**config.mk**
```make
export PLATFORM = sky130hd
export DESIGN_NAME = cpu_sram_axi_bridge_flat
export DESIGN_NICKNAME = d
export VERILOG_FILES = /design/src/rtl/cpu_sram_axi_bridge_pkg.sv /design/src/rtl/cpu_sram_axi_bridge_if.sv /design/src/rtl/cpu_sram_axi_bridge_wr_tracker.sv /design/src/rtl/cpu_sram_axi_bridge.sv /design/src/flat_wrapper.sv
export SDC_FILE = /design/constraint.sdc
export NUM_CORES = 1
export LEC_CHECK = 0
export BUFFER_PORTS_ARGS = -buffer_cell sky130_fd_sc_hd__buf_2
export CAP_MARGIN = 20
export CELL_PAD_IN_SITES_DETAIL_PLACEMENT = 2
export CELL_PAD_IN_SITES_GLOBAL_PLACEMENT = 2
export CORE_ASPECT_RATIO = 1.25
export CORE_MARGIN = 2
export CORE_UTILIZATION = 20
export DETAILED_ROUTE_END_ITERATION = 7
export HOLD_SLACK_MARGIN = 0.05
export PLACE_DENSITY_LB_ADDON = 0.12
export RECOVER_POWER = 100
export SETUP_SLACK_MARGIN = 0.15
export SYNTH_ARGS = -nofsm -noshare
export SYNTH_HDL_FRONTEND = slang
export SYNTH_SLANG_ARGS = --single-unit
```
**constraint.sdc**
```tcl
create_clock -name clk -period 1.5 [get_ports clk]
set_input_delay 0 -clock clk [delete_from_list [all_inputs] [get_ports clk]]
set_output_delay 0 -clock clk [all_outputs]
set_load 0.03 [all_outputs]
```
**src/rtl/cpu_sram_axi_bridge_pkg.sv**
```systemverilog
// cpu_sram_axi_bridge_pkg: shared FSM state encoding and AXI constant ties for the bridge
package cpu_sram_axi_bridge_pkg;
  typedef enum logic [2:0] {
    BR_IDLE,
    BR_RD_ADDR,
    BR_RD_DATA,
    BR_WR_ADDR_DATA,
    BR_WR_RESP
  } br_state_t;
  localparam logic [2:0] AXI_SIZE_WORD = 3'b010;
  localparam logic [1:0] AXI_BURST_INCR = 2'b01;
  localparam logic [3:0] AXI_LEN_SINGLE = 4'd0;
endpackage

```
**src/rtl/cpu_sram_axi_bridge_if.sv**
```systemverilog
// cpu_sram_axi_bridge_if: AXI3 five-channel bundle between the bridge and its slave
// master modport: the bridge drives ar*/aw*/w*, rready and bready
// slave modport: the memory side drives arready/awready/wready and the r*/b* channels
interface cpu_sram_axi_bridge_if;
  logic [3:0] arid;
  logic [31:0] araddr;
  logic [3:0] arlen;
  logic [2:0] arsize;
  logic [1:0] arburst;
  logic arvalid;
  logic arready;
  logic [3:0] rid;
  logic [31:0] rdata;
  logic [1:0] rresp;
  logic rvalid;
  logic rready;
  logic [3:0] awid;
  logic [31:0] awaddr;
  logic [3:0] awlen;
  logic [2:0] awsize;
  logic [1:0] awburst;
  logic awvalid;
  logic awready;
  logic [31:0] wdata;
  logic [3:0] wstrb;
  logic wlast;
  logic wvalid;
  logic wready;
  logic [3:0] bid;
  logic [1:0] bresp;
  logic bvalid;
  logic bready;
  modport master (
    output arid, araddr, arlen, arsize, arburst, arvalid, rready,
    output awid, awaddr, awlen, awsize, awburst, awvalid,
    output wdata, wstrb, wlast, wvalid, bready,
    input arready, rid, rdata, rresp, rvalid, awready, wready, bid, bresp, bvalid
  );
  modport slave (
    input arid, araddr, arlen, arsize, arburst, arvalid, rready,
    input awid, awaddr, awlen, awsize, awburst, awvalid,
    input wdata, wstrb, wlast, wvalid, bready,
    output arready, rid, rdata, rresp, rvalid, awready, wready, bid, bresp, bvalid
  );
endinterface

```
**src/rtl/cpu_sram_axi_bridge_wr_tracker.sv**
```systemverilog
// cpu_sram_axi_bridge_wr_tracker: remembers which of the AW/W handshakes of a store are done
// en_i: high while the bridge is in the write address/data phase; flags clear when low
// aw_hs_i/w_hs_i: handshake seen this cycle; *_done_o: registered flags; done_o: both done by this edge
module cpu_sram_axi_bridge_wr_tracker (
  input  logic clk,
  input  logic rst,
  input  logic en_i,
  input  logic aw_hs_i,
  input  logic w_hs_i,
  output logic aw_done_o,
  output logic w_done_o,
  output logic done_o
);
  logic aw_done_q, w_done_q, aw_done_d, w_done_d;
  always_comb begin
    aw_done_d = en_i & (aw_done_q | aw_hs_i);
    w_done_d = en_i & (w_done_q | w_hs_i);
  end
  always_ff @(posedge clk) begin
    if (!rst) begin
      aw_done_q <= 1'b0;
      w_done_q <= 1'b0;
    end else begin
      aw_done_q <= aw_done_d;
      w_done_q <= w_done_d;
    end
  end
  assign aw_done_o = aw_done_q;
  assign w_done_o = w_done_q;
  // Same-cycle handshakes count, so both may complete on one edge
  assign done_o = aw_done_d & w_done_d;
endmodule

```
**src/rtl/cpu_sram_axi_bridge.sv**
```systemverilog
// cpu_sram_axi_bridge: turns the core's level-held inst/data SRAM requests into single-beat AXI3 transfers
// clk/rst: clock and synchronous active-low reset
// inst_*_i/o: fetch request, address, returned word and completion pulse
// data_*_i/o: load/store request, strobes (0 = load), address, store data, load data and completion pulse
// stall_o: freezes the pipeline while any request is outstanding; axi: AXI3 master port
module cpu_sram_axi_bridge
  import cpu_sram_axi_bridge_pkg::*;
#(
  parameter logic [3:0] ID_INST = 4'd0,
  parameter logic [3:0] ID_DATA = 4'd1
) (
  input  logic clk,
  input  logic rst,
  input  logic inst_req_i,
  input  logic [31:0] inst_addr_i,
  output logic [31:0] inst_rdata_o,
  output logic inst_data_ok_o,
  input  logic data_req_i,
  input  logic [3:0] data_wen_i,
  input  logic [31:0] data_addr_i,
  input  logic [31:0] data_wdata_i,
  output logic [31:0] data_rdata_o,
  output logic data_data_ok_o,
  output logic stall_o,
  cpu_sram_axi_bridge_if.master axi
);
  br_state_t state_q, state_d;
  logic [31:0] addr_q, wdata_q, rdata_q;
  logic [3:0] wen_q;
  logic is_data_q, inst_ok_q, data_ok_q;
  logic aw_done, w_done, wr_done, accept, rd_fin, wr_fin;
  // The completion-pulse cycle sits in IDLE but must not take the still-held request
  assign accept = (state_q == BR_IDLE) & ~(inst_ok_q | data_ok_q) & (data_req_i | inst_req_i);
  assign rd_fin = (state_q == BR_RD_DATA) & axi.rvalid;
  assign wr_fin = (state_q == BR_WR_RESP) & axi.bvalid;
  always_comb begin
    state_d = state_q;
    case (state_q)
      BR_IDLE: state_d = !accept ? BR_IDLE : (data_req_i & |data_wen_i) ? BR_WR_ADDR_DATA : BR_RD_ADDR;
      BR_RD_ADDR: state_d = axi.arready ? BR_RD_DATA : BR_RD_ADDR;
      BR_RD_DATA: state_d = axi.rvalid ? BR_IDLE : BR_RD_DATA;
      BR_WR_ADDR_DATA: state_d = wr_done ? BR_WR_RESP : BR_WR_ADDR_DATA;
      BR_WR_RESP: state_d = axi.bvalid ? BR_IDLE : BR_WR_RESP;
      default: state_d = BR_IDLE;
    endcase
  end
  always_ff @(posedge clk) begin
    if (!rst) begin
      state_q <= BR_IDLE;
      addr_q <= '0;
      wdata_q <= '0;
      wen_q <= '0;
      is_data_q <= 1'b0;
      rdata_q <= '0;
      inst_ok_q <= 1'b0;
      data_ok_q <= 1'b0;
    end else begin
      state_q <= state_d;
      inst_ok_q <= rd_fin & ~is_data_q;
      data_ok_q <= (rd_fin & is_data_q) | wr_fin;
      if (rd_fin) rdata_q <= axi.rdata;
      if (accept) begin
        addr_q <= data_req_i ? data_addr_i : inst_addr_i;
        wdata_q <= data_wdata_i;
        wen_q <= data_req_i ? data_wen_i : 4'b0;
        is_data_q <= data_req_i;
      end
    end
  end
  cpu_sram_axi_bridge_wr_tracker u_wr_tracker (
    .clk(clk),
    .rst(rst),
    .en_i(state_q == BR_WR_ADDR_DATA),
    .aw_hs_i(axi.awvalid & axi.awready),
    .w_hs_i(axi.wvalid & axi.wready),
    .aw_done_o(aw_done),
    .w_done_o(w_done),
    .done_o(wr_done)
  );
  assign axi.arid = is_data_q ? ID_DATA : ID_INST;
  assign axi.araddr = addr_q;
  assign axi.arlen = AXI_LEN_SINGLE;
  assign axi.arsize = AXI_SIZE_WORD;
  assign axi.arburst = AXI_BURST_INCR;
  assign axi.arvalid = state_q == BR_RD_ADDR;
  assign axi.rready = state_q == BR_RD_DATA;
  assign axi.awid = ID_DATA;
  assign axi.awaddr = addr_q;
  assign axi.awlen = AXI_LEN_SINGLE;
  assign axi.awsize = AXI_SIZE_WORD;
  assign axi.awburst = AXI_BURST_INCR;
  assign axi.awvalid = (state_q == BR_WR_ADDR_DATA) & ~aw_done;
  assign axi.wdata = wdata_q;
  assign axi.wstrb = wen_q;
  assign axi.wlast = 1'b1;
  assign axi.wvalid = (state_q == BR_WR_ADDR_DATA) & ~w_done;
  assign axi.bready = state_q == BR_WR_RESP;
  assign inst_rdata_o = rdata_q;
  assign data_rdata_o = rdata_q;
  assign inst_data_ok_o = inst_ok_q;
  assign data_data_ok_o = data_ok_q;
  assign stall_o = (inst_req_i & ~inst_ok_q) | (data_req_i & ~data_ok_q);
endmodule
```
**src/flat_wrapper.sv**
```systemverilog
// flat-port wrapper written by rule: the top's interface ports become plain ports
module cpu_sram_axi_bridge_flat import cpu_sram_axi_bridge_pkg::*;
#(
  parameter logic [3:0] ID_INST = 4'd0,
  parameter logic [3:0] ID_DATA = 4'd1
)
  (clk, rst, inst_req_i, inst_addr_i, inst_rdata_o, inst_data_ok_o, data_req_i, data_wen_i, data_addr_i, data_wdata_i, data_rdata_o, data_data_ok_o, stall_o, axi_arid, axi_araddr, axi_arlen, axi_arsize, axi_arburst, axi_arvalid, axi_rready, axi_awid, axi_awaddr, axi_awlen, axi_awsize, axi_awburst, axi_awvalid, axi_wdata, axi_wstrb, axi_wlast, axi_wvalid, axi_bready, axi_arready, axi_rid, axi_rdata, axi_rresp, axi_rvalid, axi_awready, axi_wready, axi_bid, axi_bresp, axi_bvalid);
  cpu_sram_axi_bridge_if axi_i ();
  input  logic clk;
  input  logic rst;
  input  logic inst_req_i;
  input  logic [31:0] inst_addr_i;
  output logic [31:0] inst_rdata_o;
  output logic inst_data_ok_o;
  input  logic data_req_i;
  input  logic [3:0] data_wen_i;
  input  logic [31:0] data_addr_i;
  input  logic [31:0] data_wdata_i;
  output logic [31:0] data_rdata_o;
  output logic data_data_ok_o;
  output logic stall_o;
  output wire logic [$bits(axi_i.arid)-1:0] axi_arid;
  output wire logic [$bits(axi_i.araddr)-1:0] axi_araddr;
  output wire logic [$bits(axi_i.arlen)-1:0] axi_arlen;
  output wire logic [$bits(axi_i.arsize)-1:0] axi_arsize;
  output wire logic [$bits(axi_i.arburst)-1:0] axi_arburst;
  output wire logic [$bits(axi_i.arvalid)-1:0] axi_arvalid;
  output wire logic [$bits(axi_i.rready)-1:0] axi_rready;
  output wire logic [$bits(axi_i.awid)-1:0] axi_awid;
  output wire logic [$bits(axi_i.awaddr)-1:0] axi_awaddr;
  output wire logic [$bits(axi_i.awlen)-1:0] axi_awlen;
  output wire logic [$bits(axi_i.awsize)-1:0] axi_awsize;
  output wire logic [$bits(axi_i.awburst)-1:0] axi_awburst;
  output wire logic [$bits(axi_i.awvalid)-1:0] axi_awvalid;
  output wire logic [$bits(axi_i.wdata)-1:0] axi_wdata;
  output wire logic [$bits(axi_i.wstrb)-1:0] axi_wstrb;
  output wire logic [$bits(axi_i.wlast)-1:0] axi_wlast;
  output wire logic [$bits(axi_i.wvalid)-1:0] axi_wvalid;
  output wire logic [$bits(axi_i.bready)-1:0] axi_bready;
  input wire logic [$bits(axi_i.arready)-1:0] axi_arready;
  input wire logic [$bits(axi_i.rid)-1:0] axi_rid;
  input wire logic [$bits(axi_i.rdata)-1:0] axi_rdata;
  input wire logic [$bits(axi_i.rresp)-1:0] axi_rresp;
  input wire logic [$bits(axi_i.rvalid)-1:0] axi_rvalid;
  input wire logic [$bits(axi_i.awready)-1:0] axi_awready;
  input wire logic [$bits(axi_i.wready)-1:0] axi_wready;
  input wire logic [$bits(axi_i.bid)-1:0] axi_bid;
  input wire logic [$bits(axi_i.bresp)-1:0] axi_bresp;
  input wire logic [$bits(axi_i.bvalid)-1:0] axi_bvalid;
  assign axi_arid = axi_i.arid;
  assign axi_araddr = axi_i.araddr;
  assign axi_arlen = axi_i.arlen;
  assign axi_arsize = axi_i.arsize;
  assign axi_arburst = axi_i.arburst;
  assign axi_arvalid = axi_i.arvalid;
  assign axi_rready = axi_i.rready;
  assign axi_awid = axi_i.awid;
  assign axi_awaddr = axi_i.awaddr;
  assign axi_awlen = axi_i.awlen;
  assign axi_awsize = axi_i.awsize;
  assign axi_awburst = axi_i.awburst;
  assign axi_awvalid = axi_i.awvalid;
  assign axi_wdata = axi_i.wdata;
  assign axi_wstrb = axi_i.wstrb;
  assign axi_wlast = axi_i.wlast;
  assign axi_wvalid = axi_i.wvalid;
  assign axi_bready = axi_i.bready;
  assign axi_i.arready = axi_arready;
  assign axi_i.rid = axi_rid;
  assign axi_i.rdata = axi_rdata;
  assign axi_i.rresp = axi_rresp;
  assign axi_i.rvalid = axi_rvalid;
  assign axi_i.awready = axi_awready;
  assign axi_i.wready = axi_wready;
  assign axi_i.bid = axi_bid;
  assign axi_i.bresp = axi_bresp;
  assign axi_i.bvalid = axi_bvalid;
  cpu_sram_axi_bridge #(.ID_INST(ID_INST), .ID_DATA(ID_DATA)) u_core (.clk(clk), .rst(rst), .inst_req_i(inst_req_i), .inst_addr_i(inst_addr_i), .inst_rdata_o(inst_rdata_o), .inst_data_ok_o(inst_data_ok_o), .data_req_i(data_req_i), .data_wen_i(data_wen_i), .data_addr_i(data_addr_i), .data_wdata_i(data_wdata_i), .data_rdata_o(data_rdata_o), .data_data_ok_o(data_data_ok_o), .stall_o(stall_o), .axi(axi_i));
endmodule
```
==> results of run 1 <==
[logic make-up (layout without fill, tap and decap cells)]
group | Yosys count | after routing
AOI/OAI and AO/OA | 182 | 182
buffers and inverters | 149 | 504
and+or+nand+nor | 128 | 128
DFF | 108 | 108
muxes | 32 | 32
other | 2 | 26
[through the flow]
| step | power (mW) | instance area [um^2] | cells | worst slack [ps] | utilization [%] |
|---|---|---|---|---|---|
| 2_1_floorplan | 7.018 | 5490 | 625 | -33.54 | - |
| 3_3_place_gp | 8.058 | 6890 | 1160 | 20.90 | 26.49 |
| 3_5_place_dp | 8.171 | 6890 | 1160 | -60.98 | 26.49 |
| 4_1_cts | 11.23 | 8633 | 1301 | -20.57 | 33.19 |
| 5_1_grt | 12.24 | 8876 | 1320 | -81.26 | 34.12 |
| 6_report | 11.57 | 8876 | 1320 | -31.20 | 34.12 |
[layer usage]
layer / share of wire [%] / GRT usage [%] / up-vias
met2: 56 / 30.86 / 197
met4: 1.2 / 3.924 / 0
met5: 0 / 0 / -
met3: 5.3 / 3.137 / 19
li1: - / - / 2717
met1: 37 / 16.41 / 2764
[area by class of cell]
type                    count  area, um^2  share of cell area [%]
repair buffers            483        3406                   38.37
multi-input cells         368        2561                   28.86
flip-flops and latches    108        2175                   24.50
well taps                 340       425.4                   4.793
clock buffers              10       239.0                   2.692
clock inverters             5       45.04                  0.5075
inverters                   6       25.02                  0.2819
[worst min-delay path by stage]
stage,slack (ps),cells after the start,to,startpoint
detailed placement,250,3,u_core.data_rdata_o[22],axi_rdata[22]
floorplan,120,1,u_core.data_data_ok_o,rst
global route,60,3,u_core.axi.araddr[5],inst_addr_i[5]
global placement,240,3,u_core.data_rdata_o[30],axi_rdata[30]
CTS,60,3,u_core.axi.araddr[0],data_addr_i[0]
finish,60,3,u_core.axi.araddr[9],inst_addr_i[9]
[state kept, by name (all words and copies together), names as in the netlist]
register,cells
u_core.axi.araddr,32
u_core.inst_data_ok_o,1
u_core.data_rdata_o,32
u_core.axi.wstrb,4
u_core.state_q,3
u_core.u_wr_tracker.w_done_o,1
u_core.u_wr_tracker.aw_done_o,1
u_core.is_data_q,1
u_core.axi.wdata,32
u_core.data_data_ok_o,1
[worst max-delay path: cells and delay by family (launching register included)]
kind	cells	cell delay [ps]
simple gates	2	770
flops	1	350
buf+inv	1	220
compound gates	1	70
[report_power, final]
| part | total (mW) | internal, mW | leakage (nW) | switching [mW] |
|---|---|---|---|---|
| clock network | 2.38 | 1.19 | 0.137 | 1.18 |
| logic | 5.54 | 2.12 | 2.48 | 3.42 |
| registers | 3.65 | 3.28 | 0.889 | 0.364 |
[synthesized netlist by cell type, types with 2 or more instances]
master and instances:
nor2_1 6, a211oi_2 31, or4_1 2, nand3_1 33, o21ai_1 3, a21oi_1 101
nand4_1 5, inv_1 6, buf_4 91, buf_1 2, o21ai_0 35, clkbuf_1 24
nor3b_1 4, mux2i_1 32, conb_1 2, buf_2 13, o22ai_1 3, dfxtp_1 108
buf_6 12, nand2_1 68
[what timing repair did]
action / CTS / global route
setup endpoints to repair: 108 / 108
buffers inserted: 5 / 9
pin swaps: 6 / 18
hold buffers: 118 / 1
cloned: 3 / 9
endpoints found under the hold margin: 98 / 1
resized for setup: 73 / 57
==> flow_summary.json, run 1 <==
{
  "cpMaxStageDelayCell": "or4_4",
  "drive_above_1_share_pct": 32.76,
  "startpoint": "u_core.inst_data_ok_o",
  "worst-endpoint-required_ps": 1740,
  "maxCapViolations": 0,
  "place_congestion": 0.7094,
  "antenna_found_initial": 0,
  "ys.flop_type": "dfxtp_1",
  "mostFrequentLayoutCell": "clkbuf_1",
  "vdd_drop_max_mv": 0.5328,
  "port-buffer-count": 313,
  "core_mm2": 0.02601,
  "whs_ps": 58.28,
  "violations": "negative setup slack",
  "finalSetupTns_ps": -314.4,
  "synthMuxAreaShare_pct": 6.058,
  "critPathCaptureType": "flop",
  "cts_num_sinks": 108,
  "period_share_pct": 102.1,
  "synth_area_mm2": 0.005288,
  "die_w_um": 149.4,
  "ys_warn_count": 0,
  "dieArea_mm2": 0.02776,
  "synth-edff-count": 0,
  "synthAdderAreaFrac_pct": 0,
  "vias": 5697,
  "fin_nets": 1129,
  "initial_core_util_pct": 20.33,
  "crit_chain": "or4_4 -> nor2_4 -> clkbuf_16 -> a211oi_2",
  "finClkSkew_ps": 9.918,
  "synth_top_family_by_area": "compound AO/OA/AOI/OAI gates",
  "worst_ep_arrival_time_ps": 1770,
  "min_path_type": "in -> reg",
  "crit_fanout": 12,
  "dp_hpwl_um": 15790,
  "status": "finished with violations",
  "grt_max_degree": 38,
  "clk_latency_ps": 360,
  "cts_buffers": 9,
  "drt_pre_antenna_iters": 4,
  "power.density_mw_per_mm2": 1303,
  "synth_compound_area_share_pct": 22.24,
  "grt_overflow_total": 0,
  "timing.rr.end": "u_core.axi.araddr[5]",
  "wl_per_cell_um": 18.16,
  "setup_violations": 18,
  "nFillCells": 3014,
  "first_global_vias": 6097,
  "drt_iter0_markers": 111,
  "max_clock_freq_mhz": 653.1,
  "ios": 352,
  "die_h_um": 185.8,
  "viasPerCell": 4.316,
  "syn-instance-count": 601,
  "cts_max_path_buffers": 2,
  "ant_nets": 0,
  "drc": 0,
  "min_period_ps": 1531,
  "h-tree-depth": 3,
  "criticalPathCategory": "reg -> reg",
  "synth_xor_area_share_pct": 0,
  "r2r.worst_path.cells": 4,
  "endpoint": "u_core.axi.araddr[5]",
  "drt_wl_total_um": 23970,
  "report.final.slew_viol_count": 0,
  "setup_ws_ps": -31.20,
  "avgSynthCellArea_um2": 8.798,
  "diodes": 0,
  "reg2reg_from": "u_core.inst_data_ok_o",
  "critPathLaunchType": "flop",
  "final_cell_mix": "clkbuf_1 (167), buf_2 (141), dlygate4sd3_1 (119)",
  "yosysSeqAreaShare_pct": 40.89,
  "clk_pin_slew_ps": 80,
  "grt_pass1_wl_um": 33560,
  "rsz0062_at_grt": "yes",
  "yosys.area.top_type_share_pct": 40.89,
  "synthArstFlopShare_pct": 0,
  "row_count": 66,
  "synthTopCellsByArea": "dfxtp_1 (41%), buf_4 (13%), a21oi_1 (9.6%)",
  "root_buffer": "clkbuf_16",
  "yosys.area_share.simple_pct": 11.59,
  "r2r_setup_slack_ps": -30,
  "ys_ff_latch": 108,
  "slowest_delay_ps": 580,
  "area_growth_pct": 67.87,
  "p_leak_nw": 3.510,
  "synth_cell_type_count": 40,
  "grtUsageTotal_pct": 15.53,
  "yosysTopAreaCell": "dfxtp_1",
  "cts_tree": "yes",
  "hold_viol_final": 0
}
Power figures use the tool's default switching activity.
==> inputs of run 2 (changes only) <==
--- a/config.mk
+++ b/config.mk
@@ -12,6 +12,7 @@
 export CORE_ASPECT_RATIO = 1.25
 export CORE_MARGIN = 2
 export CORE_UTILIZATION = 20
+export CTS_BUF_LIST = sky130_fd_sc_hd__clkbuf_8
 export DETAILED_ROUTE_END_ITERATION = 7
 export HOLD_SLACK_MARGIN = 0.05
 export PLACE_DENSITY_LB_ADDON = 0.12
==> run 2 against run 1 <==
  * The flow still finishes with violations (negative setup slack)
  * Non-clock buffer count up 14
  * Via count up 0.90%
  * Combinational power about the same
  * Final area up 0.42%
  * First-iteration DRC count down 16%
  * Utilization up 0.14 points
  * Global-route usage up 0.11 points
  * Highest routed layer unchanged
  * Sequential share of layout area down 0.13 points
  * Sequential cell count unchanged
  * Critical path depth up 3
==> flow_summary.json, run 2 (synthesized netlist as in run 1, its figures left out) <==
{
  "power.total_mw": 10.95,
  "die_h_um": 185.8,
  "grt_overflow_total": 0,
  "report.final.slew_viol_count": 0,
  "final_cell_mix": "clkbuf_1 (167), buf_2 (140), dlygate4sd3_1 (138)",
  "p_int_mw": 6.053,
  "viasPerCell": 4.309,
  "place_congestion": 0.7094,
  "crit_fanout": 6,
  "grtUsageTotal_pct": 15.64,
  "seq_power_share_pct": 33.3,
  "maxCapViolations": 0,
  "worst-endpoint-required_ps": 1800,
  "status": "finished with violations",
  "core_mm2": 0.02601,
  "crit_chain": "buf_6 -> nor4_4 -> buf_6 -> buf_8 -> clkbuf_16 -> a21oi_1 -> a211oi_2",
  "row_count": 66,
  "nFillCells": 3030,
  "cp_num_buf_inv": 4,
  "p_leak_nw": 3.507,
  "rsz0062_at_grt": "yes",
  "seq_area_mm2": 0.002172,
  "drt_pre_antenna_iters": 4,
  "antenna_found_initial": 0,
  "finClkSkew_ps": 14.42,
  "dieArea_mm2": 0.02776,
  "max_clock_freq_mhz": 655.3,
  "port-buffer-count": 313,
  "fin_nets": 1143,
  "mostFrequentLayoutCell": "clkbuf_1",
  "power.density_mw_per_mm2": 1228,
  "multi_input_area_mm2": 0.002581,
  "cts_buffers": 9,
  "clk_latency_ps": 380,
  "drt_iter0_markers": 93,
  "root_buffer": "clkbuf_8",
  "p_sw_share_pct": 44.72,
  "ant_nets": 0,
  "wl_per_cell_um": 18.06,
  "hold_viol_final": 0,
  "placedCellCount": 1160,
  "criticalPathCategory": "reg -> reg",
  "setup_violations": 18,
  "area_growth_pct": 68.58,
  "ios": 352,
  "grt_use_met1_pct": 16.30,
  "grt_busiest_layer": "met2",
  "vdd_drop_max_mv": 0.6124,
  "h-tree-depth": 3,
  "grt_max_degree": 38,
  "path_delay_family": "buffers and inverters",
  "drive_above_1_share_pct": 32.19,
  "cpMaxStageDelayCell": "dfxtp_4",
  "slowest_delay_ps": 360,
  "violations": "negative setup slack",
  "grt_pass1_wl_um": 33890,
  "drt_wl_total_um": 24100,
  "setup_ws_ps": -26.06,
  "min_path_type": "in -> reg",
  "vias": 5748,
  "p_switching_mw": 4.896,
  "initial_core_util_pct": 20.33,
  "cts_max_path_buffers": 2,
  "die_w_um": 149.4,
  "globalRouteMet3Util_pct": 3.137,
  "min_period_ps": 1526,
  "use_met2_pct": 31.25,
  "drc": 0,
  "dp_hpwl_um": 15790,
  "period_share_pct": 101.7,
  "worst_ep_arrival_time_ps": 1830,
  "clkPwrFrac_pct": 16.3,
  "fin_cells": 1334,
  "critPathCaptureType": "flop",
  "cp_common_cell": "buf_6",
  "first_global_vias": 6217,
  "power_frac_comb_pct": 50.4,
  "diodes": 0,
  "clk_pin_slew_ps": 110,
  "critPathLaunchType": "flop",
  "cts_tree": "yes",
  "cts_num_sinks": 108
}
==> run 2: cell types whose count changed in the layout (fill, tap and decap cells not counted), sizes merged <==
cell,before,now
buf,186,185
dlygate4sd3,119,138
clkbuf,188,184
==> run 2: final timing paths <==
check,start,endpoint,slack (ps),cells after the start
setup / recovery,u_core.inst_data_ok_o,u_core.axi.araddr[5],-30,7
hold / removal,data_addr_i[25],u_core.axi.araddr[25],70,3
setup reg to reg,u_core.inst_data_ok_o,u_core.axi.araddr[5],-30,7
hold reg to reg,u_core.axi.wdata[1],u_core.axi.wdata[1],470,2
==> run 2: routing by layer <==
metal	wire, um	vias up
li1	-	2745
met2	13540	200
met5	0	-
met1	9059	2786
met4	218	0
met3	1284	17
==> run 2: worst register-to-register path, stage by stage (launching register included) <==
cell	delay, ps
dfxtp_4	360
buf_6	120
nor4_4	250
buf_6	170
buf_8	140
clkbuf_16	160
a21oi_1	80
a211oi_2	190
==> run 2: stage by stage <==
step / TNS, ps / instance area (um^2) / utilization [%] / setup slack (ps) / hold WS, ps
CTS: -185.2 / 8667 / 33.32 / -24.99 / 52.42
finish: -112.9 / 8914 / 34.27 / -26.06 / 69.39
floorplan: -1469 / 5490 / - / -33.54 / 121.6
global route: -1686 / 8914 / 34.27 / -62.50 / 54.54
global placement: 0 / 6890 / 26.49 / 20.90 / 242.0
detailed placement: -531.1 / 6890 / 26.49 / -60.98 / 251.3
==> run 2: cell type report <==
cell class              count  share of cell area, %
clock buffers              10                  1.544
clock inverters             5                 0.5053
multi-input cells         368                  28.96
flip-flops and latches    108                  24.37
well taps                 340                  4.773
repair buffers            497                  39.57
inverters                   6                 0.2807
==> run 2: repair_timing <==
action,4_1_cts,5_1_grt
pin swaps,12,24
endpoints found under the hold margin,107,1
buffers inserted,5,6
endpoints found under the setup margin,108,109
gates cloned,2,8
resized for setup,50,76
hold buffers,137,1
==> run 2: power groups by stage <==
stage / logic (mW) / clock network, mW / registers (mW)
global route: 5.87 / 2.02 / 3.71
detailed placement: 4.51 / 0 / 3.67
CTS: 5.12 / 1.91 / 3.62
global placement: 4.42 / 0 / 3.64
floorplan: 2.66 / 0 / 4.36
finish: 5.51 / 1.79 / 3.65
==> inputs of run 3 (changes only) <==
--- a/config.mk
+++ b/config.mk
@@ -11,10 +11,11 @@
 export CELL_PAD_IN_SITES_GLOBAL_PLACEMENT = 2
 export CORE_ASPECT_RATIO = 1.25
 export CORE_MARGIN = 2
-export CORE_UTILIZATION = 20
+export CORE_UTILIZATION = 23
 export CTS_BUF_LIST = sky130_fd_sc_hd__clkbuf_8
 export DETAILED_ROUTE_END_ITERATION = 7
 export HOLD_SLACK_MARGIN = 0.05
+export MAX_ROUTING_LAYER = met4
 export PLACE_DENSITY_LB_ADDON = 0.12
 export RECOVER_POWER = 100
 export SETUP_SLACK_MARGIN = 0.15
==> constraint.sdc (replaced) <==
create_clock -name clk -period 1.75 [get_ports clk]
set_input_delay 0 -clock clk [delete_from_list [all_inputs] [get_ports clk]]
set_output_delay 0 -clock clk [all_outputs]
set_load 0.03 [all_outputs]
==> run 3 against run 2 <==
  * Worst hold slack gained 24 ps
  * Worst setup slack gained 210 ps
  * The run now ends clean
  * Utilization grew 0.46 points
  * Critical endpoint is now u_core.axi.araddr[31]
  * First-iteration DRC count grew 45%
  * Highest routed layer unchanged
==> flow_summary.json, run 3 (synthesized netlist as in run 1, its figures left out) <==
{
  "status": "finished clean",
  "period_share_pct": 89.74,
  "area_growth_pct": 49.79,
  "crit_fanout": 18,
  "cts_num_sinks": 108,
  "cts_tree": "yes",
  "ios": 352,
  "fin_nets": 1118,
  "hold_viol_final": 0,
  "initial_core_util_pct": 23.18,
  "min_path_type": "in -> reg",
  "grt_pass1_wl_um": 35180,
  "p_leak_nw": 3.204,
  "drt_iter0_markers": 135,
  "core_mm2": 0.02281,
  "dp_hpwl_um": 15050,
  "drt_wl_total_um": 23320,
  "report.final.slew_viol_count": 0,
  "drt_pre_antenna_iters": 4,
  "wl_per_cell_um": 18.52,
  "cts_max_path_buffers": 2,
  "row_count": 62,
  "vias": 5734,
  "cpMaxStageDelayCell": "dlygate4sd3_1",
  "port-buffer-count": 313,
  "grt_overflow_total": 0,
  "root_buffer": "clkbuf_8",
  "maxSlewHeadroom_pct": 64.44,
  "post-route-util_pct": 34.73,
  "dp_worst_setup_slack_ps": 104.5,
  "setup_violations": 0,
  "cp_num_buf_inv": 4,
  "critPathCaptureType": "flop",
  "viasPerCell": 4.554,
  "final_cell_mix": "clkbuf_1 (170), buf_2 (139), dlygate4sd3_1 (136)",
  "tightest_slew_ps": 535.7,
  "cts_buffers": 9,
  "antenna_found_initial": 1,
  "maxCapViolations": 0,
  "h-tree-depth": 3,
  "setup_ws_ps": 179.5,
  "grtUsageTotal_pct": 18.75,
  "crit_chain": "dlygate4sd3_1 -> clkbuf_4 -> buf_12 -> mux2i_1 -> dlygate4sd3_1 -> a211oi_1",
  "grt_max_degree": 44,
  "criticalPathCategory": "in -> reg",
  "drc": 0,
  "mostFrequentLayoutCell": "clkbuf_1",
  "die_w_um": 139.6,
  "clk_latency_ps": 390,
  "place_congestion": 0.7402,
  "clk_pin_slew_ps": 110,
  "vdd_drop_max_mv": 0.3630,
  "ant_nets": 0,
  "rsz0062_at_grt": "yes",
  "worst_ep_arrival_time_ps": 1870,
  "slowest_delay_ps": 560,
  "max_clock_freq_mhz": 636.7,
  "drive_above_1_share_pct": 20.82,
  "first_global_vias": 6315,
  "min_period_ps": 1570,
  "cp_common_cell": "dlygate4sd3_1",
  "placedCellCount": 1101,
  "critPathLaunchType": "input port",
  "worst-endpoint-required_ps": 2050,
  "fin_cells": 1259,
  "path_delay_family": "buffers and inverters",
  "finalSetupTns_ps": 0,
  "die_h_um": 173.5,
  "power.density_mw_per_mm2": 1074,
  "dieArea_mm2": 0.02423,
  "finClkSkew_ps": 13.79
}
==> run 3: path summary, 6_finish.rpt <==
check                                from                 endpoint  slack (ps)  depth (start not counted)
setup / recovery               data_req_i    u_core.axi.araddr[31]         180                          6
hold / removal             inst_addr_i[0]     u_core.axi.araddr[0]          90                          3
setup reg to reg        u_core.state_q[1]     u_core.axi.wdata[17]         180                          6
hold reg to reg   u_core.data_rdata_o[16]  u_core.data_rdata_o[16]         490                          2
==> run 3: per-layer routing <==
layer	wire length [um]	up-vias	global-route usage, %
met5	0	-	-
met4	628	0	7.500
met3	970	36	2.845
met2	12770	188	35.29
met1	8950	2822	19.37
li1	-	2688	-
==> run 3: layout make-up <==
| type | count | area, um^2 |
|---|---|---|
| Antenna cell | 1 | 2.502 |
| Clock buffer | 9 | 123.9 |
| Clock inverter | 7 | 73.82 |
| Fill cell | 2653 | 14890 |
| Inverter | 6 | 25.02 |
| Multi-Input combinational cell | 368 | 2120 |
| Sequential cell | 108 | 2165 |
| Tap cell | 288 | 360.3 |
| Timing Repair Buffer | 472 | 3050 |
==> run 3: tightest hold or removal path: cells and delay by family <==
kind,cells,cell delay (ps)
mux,1,90
compound gates,1,240
buf+inv,1,80
==> run 3: power by group <==
group	switching (mW)	leakage [nW]	internal [mW]
sequential	0.269	0.887	2.81
combinational	2.60	2.21	1.20
clock	0.950	0.105	0.672
total	3.82	3.20	4.68
==> run 3: per-stage QoR <==
step | hold WS, ps | total power [mW] | area, um^2
floorplan | 121.6 | 5.956 | 5390
global placement | 242.9 | 6.674 | 6600
detailed placement | 251.4 | 6.780 | 6600
CTS | 58.34 | 8.821 | 8214
global route | 99.24 | 8.991 | 7920
finish | 93.55 | 8.506 | 7920
==> run 3: timing repair <==
item,in CTS,in global routing
endpoints found under the hold margin,106,0
buffers inserted,2,0
endpoints found under the setup margin,38,51
hold buffers,136,0
pin swaps,1,2
gates cloned,1,2
gates resized for setup,2,6
